`config.mk`:
```
export PLATFORM = sky130hd
export DESIGN_NAME = if_id_reg
export DESIGN_NICKNAME = d
export VERILOG_FILES = /design/src/rtl/if_id_reg.sv
export SDC_FILE = /design/constraint.sdc
export NUM_CORES = 1
export LEC_CHECK = 0
export CORE_AREA = 2 2 68 70
export CTS_CLUSTER_DIAMETER = 30
export DETAILED_ROUTE_END_ITERATION = 7
export DIE_AREA = 0 0 70 72
export PLACE_DENSITY = 0.92
export SKIP_LAST_GASP = 1
export SLEW_MARGIN = 15
export SYNTH_ARGS = -nofsm -noshare
export SYNTH_HDL_FRONTEND = slang
export SYNTH_SLANG_ARGS = --single-unit
```
`constraint.sdc`:
```
create_clock -name clk -period 4.8 [get_ports clk]
set_clock_uncertainty 0.2 [all_clocks]
set_input_delay 0.96 -clock clk [delete_from_list [all_inputs] [get_ports clk]]
set_output_delay 0.96 -clock clk [all_outputs]
set_load 0.02 [all_outputs]
```
`src/rtl/if_id_reg.sv`:
```
// -----------------------------------------------------------------------------
// if_id_reg
//   IF/ID pipeline register with bubble insertion, stall hold, and HLT
//   detection. Each clock edge applies flush > halted-hold > stall > capture.
//   A captured HLT instruction moves the stage into HALTED, which raises hlt
//   and freezes the stage until a flush kills the HLT or reset is applied.
//   Every output is taken directly from a flop, so there is no combinational
//   path from any input to any output.
//
// Parameters
//   NOP_INSTR    instruction value driven while the stage holds a bubble
//   HLT_OPCODE   opcode (instr[15:12]) that identifies HLT
//
// Ports
//   clk           in   1   sole clock, rising edge
//   rst_n         in   1   asynchronous active-low reset
//   pc_in         in   16  PC of the instruction being fetched this cycle
//   instr_in      in   16  instruction memory read data for pc_in
//   stall         in   1   hold the stage contents
//   flush         in   1   kill the fetched instruction (branch/jump taken)
//   instr_out     out  16  registered instruction to decode
//   pc_plus1_out  out  16  registered pc_in + 1
//   valid_out     out  1   instr_out is a real, non-squashed instruction
//   hlt           out  1   registered halt request to the program counter
//   stall_cnt     out  8   saturating count of stalled cycles since reset
// -----------------------------------------------------------------------------
module if_id_reg #(
  parameter logic [15:0] NOP_INSTR  = 16'h0000,
  parameter logic [3:0]  HLT_OPCODE = 4'hF
) (
  input  logic        clk,
  input  logic        rst_n,
  input  logic [15:0] pc_in,
  input  logic [15:0] instr_in,
  input  logic        stall,
  input  logic        flush,
  output logic [15:0] instr_out,
  output logic [15:0] pc_plus1_out,
  output logic        valid_out,
  output logic        hlt,
  output logic [7:0]  stall_cnt
);

  typedef enum logic {
    RUN    = 1'b0,
    HALTED = 1'b1
  } state_e;

  state_e      state_q,    state_d;
  logic [15:0] instr_q,    instr_d;
  logic [15:0] pc_plus1_q, pc_plus1_d;
  logic        valid_q,    valid_d;
  logic [7:0]  cnt_q,      cnt_d;

  // Next-state logic for the stage contents and the RUN/HALTED machine.
  always_comb begin
    // NOTE: every signal gets a hold default before any branch so no path
    // leaves a variable unassigned, which would infer a latch.
    state_d    = state_q;
    instr_d    = instr_q;
    pc_plus1_d = pc_plus1_q;
    valid_d    = valid_q;

    if (flush) begin
      // Squash into a bubble; the PC link value is deliberately kept.
      instr_d = NOP_INSTR;
      valid_d = 1'b0;
      state_d = RUN;
    end else if (state_q == HALTED) begin
      // Frozen: instr_in and stall are ignored until flush or reset.
    end else if (stall) begin
      // Hold everything.
    end else begin
      instr_d    = instr_in;
      pc_plus1_d = pc_in + 16'd1;  // wraps 16'hFFFF to 16'h0000
      valid_d    = 1'b1;
      if (instr_in[15:12] == HLT_OPCODE) begin
        state_d = HALTED;
      end
    end
  end

  // Stall counter counts only real stalls: a halted stage or a flush in the
  // same cycle does not count. It sticks at all-ones rather than wrapping.
  always_comb begin
    cnt_d = cnt_q;
    if (state_q == RUN && stall && !flush && cnt_q != 8'hFF) begin
      cnt_d = cnt_q + 8'd1;
    end
  end

  // NOTE: sequential state uses non-blocking assignments so all flops sample
  // their next-state values from the same edge, independent of statement order.
  always_ff @(posedge clk or negedge rst_n) begin
    if (!rst_n) begin
      state_q    <= RUN;
      instr_q    <= NOP_INSTR;
      pc_plus1_q <= 16'h0000;
      valid_q    <= 1'b0;
      cnt_q      <= 8'h00;
    end else begin
      state_q    <= state_d;
      instr_q    <= instr_d;
      pc_plus1_q <= pc_plus1_d;
      valid_q    <= valid_d;
      cnt_q      <= cnt_d;
    end
  end

  assign instr_out    = instr_q;
  assign pc_plus1_out = pc_plus1_q;
  assign valid_out    = valid_q;
  assign hlt          = (state_q == HALTED);
  assign stall_cnt    = cnt_q;

endmodule

```
* After elaboration in Yosys (flattened, before gate mapping) *
Cells that the tools add are included.

storage, ports and cells
  flip-flop bits (word level) = 42
  input port bits = 36
  output and inout port bits = 42
  word-level logic and storage cells = 30

operators by class
  $add $sub $neg = 2
  eq/ne operators = 4
  mux-type cells = 10
  bitwise logic cells = 3
  reductions and logical operators = 6

operators with widths
  kind                                                   number
  2-to-1 mux 16 bit                                      3
  adder 16 x 1 -> 16 bit, second input constant          1
  adder 8 x 1 -> 8 bit, second input constant            1
  inequality test 8 bit, second input constant           1
  2-to-1 mux 1 bit                                       7
  equality test 4 bit, second input constant             1
  logical AND 1 bit                                      3
  NOT 1 bit                                              3
  AND reduction 3 bit                                    1
  inequality test 2 x 1 -> 1 bit, second input constant  1
  inequality test 2 bit, second input constant           1
  AND reduction 2 bit                                    1
  zero test 1 bit                                        1

* Logic depth before layout (Yosys ltp) *
  word-level depth = 5
  gate-level depth with buffers = 5
  depth with buffers taken out = 5

* Worst setup path before layout *
No wires, ideal clock.

  path type = input -> register
  from = in flush
  to = reg cnt_q[6] (netlist: stall_cnt[6])
  setup time = 0.131 ns
  arrival time = 1.966 ns
  data required time = 4.469 ns
  path slack = 2.504 ns
  stages on the path = 4
  buffers on the path = 0
  cell sequence = nor3b_1 > o21a_1 > or3b_1 > xnor2_1

on the way
  cells in the longest elaborated chain, start to end = 3

ends and longest elaborated chain
  what                            line  text
  start, declared                 36    input logic flush,
  zero test 1 bit                 87    if (state_q == RUN && stall && !flush && cnt_q != 8'hFF) begin
  logical AND 1 bit (2 in a row)  87
  end signal, assigned            106   cnt_q <= cnt_d;
  end, declared                   53    logic [7:0] cnt_q, cnt_d;

No other way between the ends.
A chain may end at the register's enable or synchronous reset.

* Worst setup path in the final report *
  from = in stall
  to = reg cnt_q[6] (netlist: stall_cnt[6])

on the way
  cells in the longest elaborated chain, start to end = 3

ends and longest elaborated chain
  what                            line  text
  start, declared                 35    input logic stall,
  logical AND 1 bit (3 in a row)  87

No other way between the ends.

==> impl_results.md <==
- Final setup violation count: 0
- Critical path fanouts, max: 5
- Count of maximum capacitance violations: 0
- Full die area: 5040 um2
- Startpoint types: primary input
- Clock Tree Root: sky130_fd_sc_hd__clkbuf_8
- Insertion delay to the later sink of the worst-skew pair: between 200 and 300 ps
- Largest net degree at the start of global routing: 43
- Post-synthesis cell type with the largest combined area: sky130_fd_sc_hd__dfrtp_1
- Worst-case clock buffer depth: 2
- Clock tree from TritonCTS: yes
- Part of the Yosys area used for sequential elements: a little under three fifths
- Post-synthesis instance area: about 1900 um2
- Die width: 70 um
- Endpoint of the lowest-slack register-to-register path: stall_cnt[6]
- Launch instance of the worst min-delay path: pc_plus1_out[0]
- Synth Warn #: 0
- Hold path depth: 2
- Vias in the first global route: 1545
- Global-route wire length before repair: between 7000 and 8000 um
- Hold Path Class: flip-flop to flip-flop
- Distinct cells, synth: 26
- Reg-to-reg startpoint: stall_cnt[0]
- Number of endpoints with negative hold slack in the final report: 0
- Min Tclk post-route: 2690 ps
- Initial detailed-routing violation count: 76
- Area taken by flip-flops and latches: ~1100 um2
- Cts repair resizes: 0
- Arrival time of the worst setup path: roughly 2700 ps
- Overall global routing resource usage: approximately 18%
- Post-detailed-route via-to-cell ratio: between 5 and 6
- Fraction of synthesized cell area taken by the top area cell type: between 50% and 60%
- Relative slew slack: 26.4%
- Endpoint kind of the worst setup timing path: flip-flop
- Outcome: finished clean
- Worst Hold End: pc_plus1_out[0]
- Setup TNS: 0 ps
- Final Max Slew Viols: 0
- Number of cells traversed by the worst register-to-register path: 5
- Register clock-pin slew on the reported worst setup and hold paths: 80 ps
- Antenna Violating Nets Remaining: 0
- Number of synthesized register bits: 42
- Filler Cells Inserted: ~340
- Worst Setup Path Type: primary input to flip-flop
- Final Wtd Congestion: ~0.79
- Total number of placement rows: 24
- Post-synth EDFFs: 0
- Most frequently used flop master after synthesis: sky130_fd_sc_hd__dfrtp_1
- Utilization after layout: 64.8%
- Syn Inst Count: about 170
- VDD IR-drop max: roughly 0.15 mV
- Power density relative to cell area: around 360 nW/um2
- Required time of the critical path: ~4800 ps
- Leakage power: about 1.2 nW
- Starting density of the core: roughly 44%
- Flop2flop setup slack: roughly 2900 ps
- Transition time at the pin with the least slew margin: between 1000 and 1500 ps
- Dominant cells by area after synthesis: sky130_fd_sc_hd__dfrtp_1 57%, sky130_fd_sc_hd__a22o_1 7.5%, sky130_fd_sc_hd__xnor2_1 7.5%
- Total length of routed wires: ~4400 um
- Post-synth ARST share: 100%
- Number of input and output port buffers inserted: 77
- Diode insertion count for antenna repair: 0
- Detail-routed net length per standard cell: about 14 um
- Hold-fix buffers at CTS: 0
- Overflow left after global routing: 0
- Layout Area Growth over Synthesis: 48.6%
- Total number of vias: about 1600
- Number of buffers added by the clock tree synthesis step: 5
- Number of buffers inserted by post-CTS setup repair: 0
- Count of unresolved DRC violations after routing: 0
- Share of post-route cells with drive strength above 1: 4.74%
- Final layout net count: between 200 and 300
- Die extent in y: about 70 um
- RSZ-0062 raised after global routing: false
- Core Area: 4260 um2
- Sinks on Clock Net: 42
- Area occupied by multi-input gates: 762 um2
- Total I/O pin count: 78
- Achievable Freq: between 300 and 400 MHz
- Syn avg cell area: about 11 um2
- CTS HTree Levels: 2
- Final HPWL from detailed placement: roughly 3300 um
- Total iterations of the first detailed-routing run: 4
- Initial antenna violation count: 0
- Final worst-path cycle share: between 50% and 60%
- Syn Nets: about 210
## cells in the final DEF (no fill, tap or decap)
cell and instances:
sky130_fd_sc_hd__a21oi_1 1, sky130_fd_sc_hd__a22o_1 16, sky130_fd_sc_hd__a31oi_1 1, sky130_fd_sc_hd__and4b_1 1
sky130_fd_sc_hd__buf_2 1, sky130_fd_sc_hd__clkbuf_1 1, sky130_fd_sc_hd__clkbuf_8 6, sky130_fd_sc_hd__clkdlybuf4s50_1 76
sky130_fd_sc_hd__clkinv_2 1, sky130_fd_sc_hd__dfrtp_1 42, sky130_fd_sc_hd__ha_1 2, sky130_fd_sc_hd__inv_1 7
sky130_fd_sc_hd__mux2_2 2, sky130_fd_sc_hd__nand2_1 23, sky130_fd_sc_hd__nand3_1 7, sky130_fd_sc_hd__nand4_1 6
sky130_fd_sc_hd__nand4_2 1, sky130_fd_sc_hd__nor2_1 8, sky130_fd_sc_hd__nor3_1 6, sky130_fd_sc_hd__nor3_2 1
sky130_fd_sc_hd__nor3b_1 1, sky130_fd_sc_hd__nor4_1 3, sky130_fd_sc_hd__o21a_1 1, sky130_fd_sc_hd__o21ai_0 15
sky130_fd_sc_hd__o31ai_1 1, sky130_fd_sc_hd__or3_1 2, sky130_fd_sc_hd__or3b_1 1, sky130_fd_sc_hd__or4_1 1
sky130_fd_sc_hd__xnor2_1 16, sky130_fd_sc_hd__xor2_1 3
## report_power, final
| part | switching [mW] | internal (mW) |
|---|---|---|
| registers | 0.0524 | 0.407 |
| clock network | 0.115 | 0.116 |
| logic | 0.150 | 0.158 |
## Yosys cell counts (2+ instances only)
master                     number
sky130_fd_sc_hd__nand2_1       23
sky130_fd_sc_hd__nor2_1         8
sky130_fd_sc_hd__a22o_1        16
sky130_fd_sc_hd__dfrtp_1       42
sky130_fd_sc_hd__inv_1          7
sky130_fd_sc_hd__ha_1           2
sky130_fd_sc_hd__clkbuf_1       5
sky130_fd_sc_hd__xnor2_1       16
sky130_fd_sc_hd__mux2_2         2
sky130_fd_sc_hd__o21ai_0       15
sky130_fd_sc_hd__or3_1          2
sky130_fd_sc_hd__xor2_1         3
sky130_fd_sc_hd__nor4_1         3
sky130_fd_sc_hd__nor3_1         6
sky130_fd_sc_hd__nand4_1        6
sky130_fd_sc_hd__nand3_1        7
## stage by stage
step	setup slack, ps	std cells	instance area [um2]	total power [mW]	hold WS, ps
floorplan	2500	173	1860	0.600	389
global placement	1890	297	2670	0.767	261
detailed placement	1820	297	2670	0.777	265
CTS	2120	305	2760	1.01	290
global route	2030	305	2760	1.05	311
finish	2110	305	2760	0.998	282
## sequential cells by signal (all words and copies together), names as in the netlist
signal / count
instr_out: 16
pc_plus1_out: 16
stall_cnt: 8
hlt: 1
valid_out: 1
## per-layer routing
| layer | global-route usage, % | wire (um) | vias up |
|---|---|---|---|
| li1 | - | - | 772 |
| met1 | 21.7 | 1890 | 781 |
| met2 | 32.2 | 2220 | 54 |
| met3 | 3.89 | 258 | 5 |
| met4 | 6.41 | 48 | 0 |
| met5 | 0 | 0 | - |
## critical path, cell delays in order
cell and delay (ps):
sky130_fd_sc_hd__clkdlybuf4s50_1 560, sky130_fd_sc_hd__nor3b_1 350, sky130_fd_sc_hd__o21a_1 280, sky130_fd_sc_hd__or3b_1 380, sky130_fd_sc_hd__xnor2_1 140
## worst max path at each step
stage	start	to	slack [ps]	cells after the start
after floorplan	flush	stall_cnt[6]	2500	4
after global placement	pc_in[8]	pc_plus1_out[15]	1890	5
after detailed placement	stall	stall_cnt[6]	1820	5
after CTS	stall	stall_cnt[6]	2120	5
after global routing	stall	stall_cnt[6]	2030	5
final	stall	stall_cnt[6]	2110	5
## cells by family (layout without fill, tap and decap cells)
kind of cell	after synthesis	count (layout)	share of synthesized area [%]
buffers and inverters	12	92	2.42
adders and majority gates	2	2	1.35
muxes	2	2	1.21
and+or+nand+nor	61	61	16.5
xor gates and xnor gates	19	19	8.96
AOI/OAI and AO/OA	35	35	13.0
DFF	42	42	56.6
## layout make-up
cell class,instances,share of cell area (%)
clock buffers,7,3.13
multi-input cells,119,27.6
well taps,52,2.36
inverters,7,0.952
clock inverters,1,0.181
repair buffers,77,27.7
flip-flops and latches,42,38.1
No activity file was read; power rests on OpenSTA's default activity.
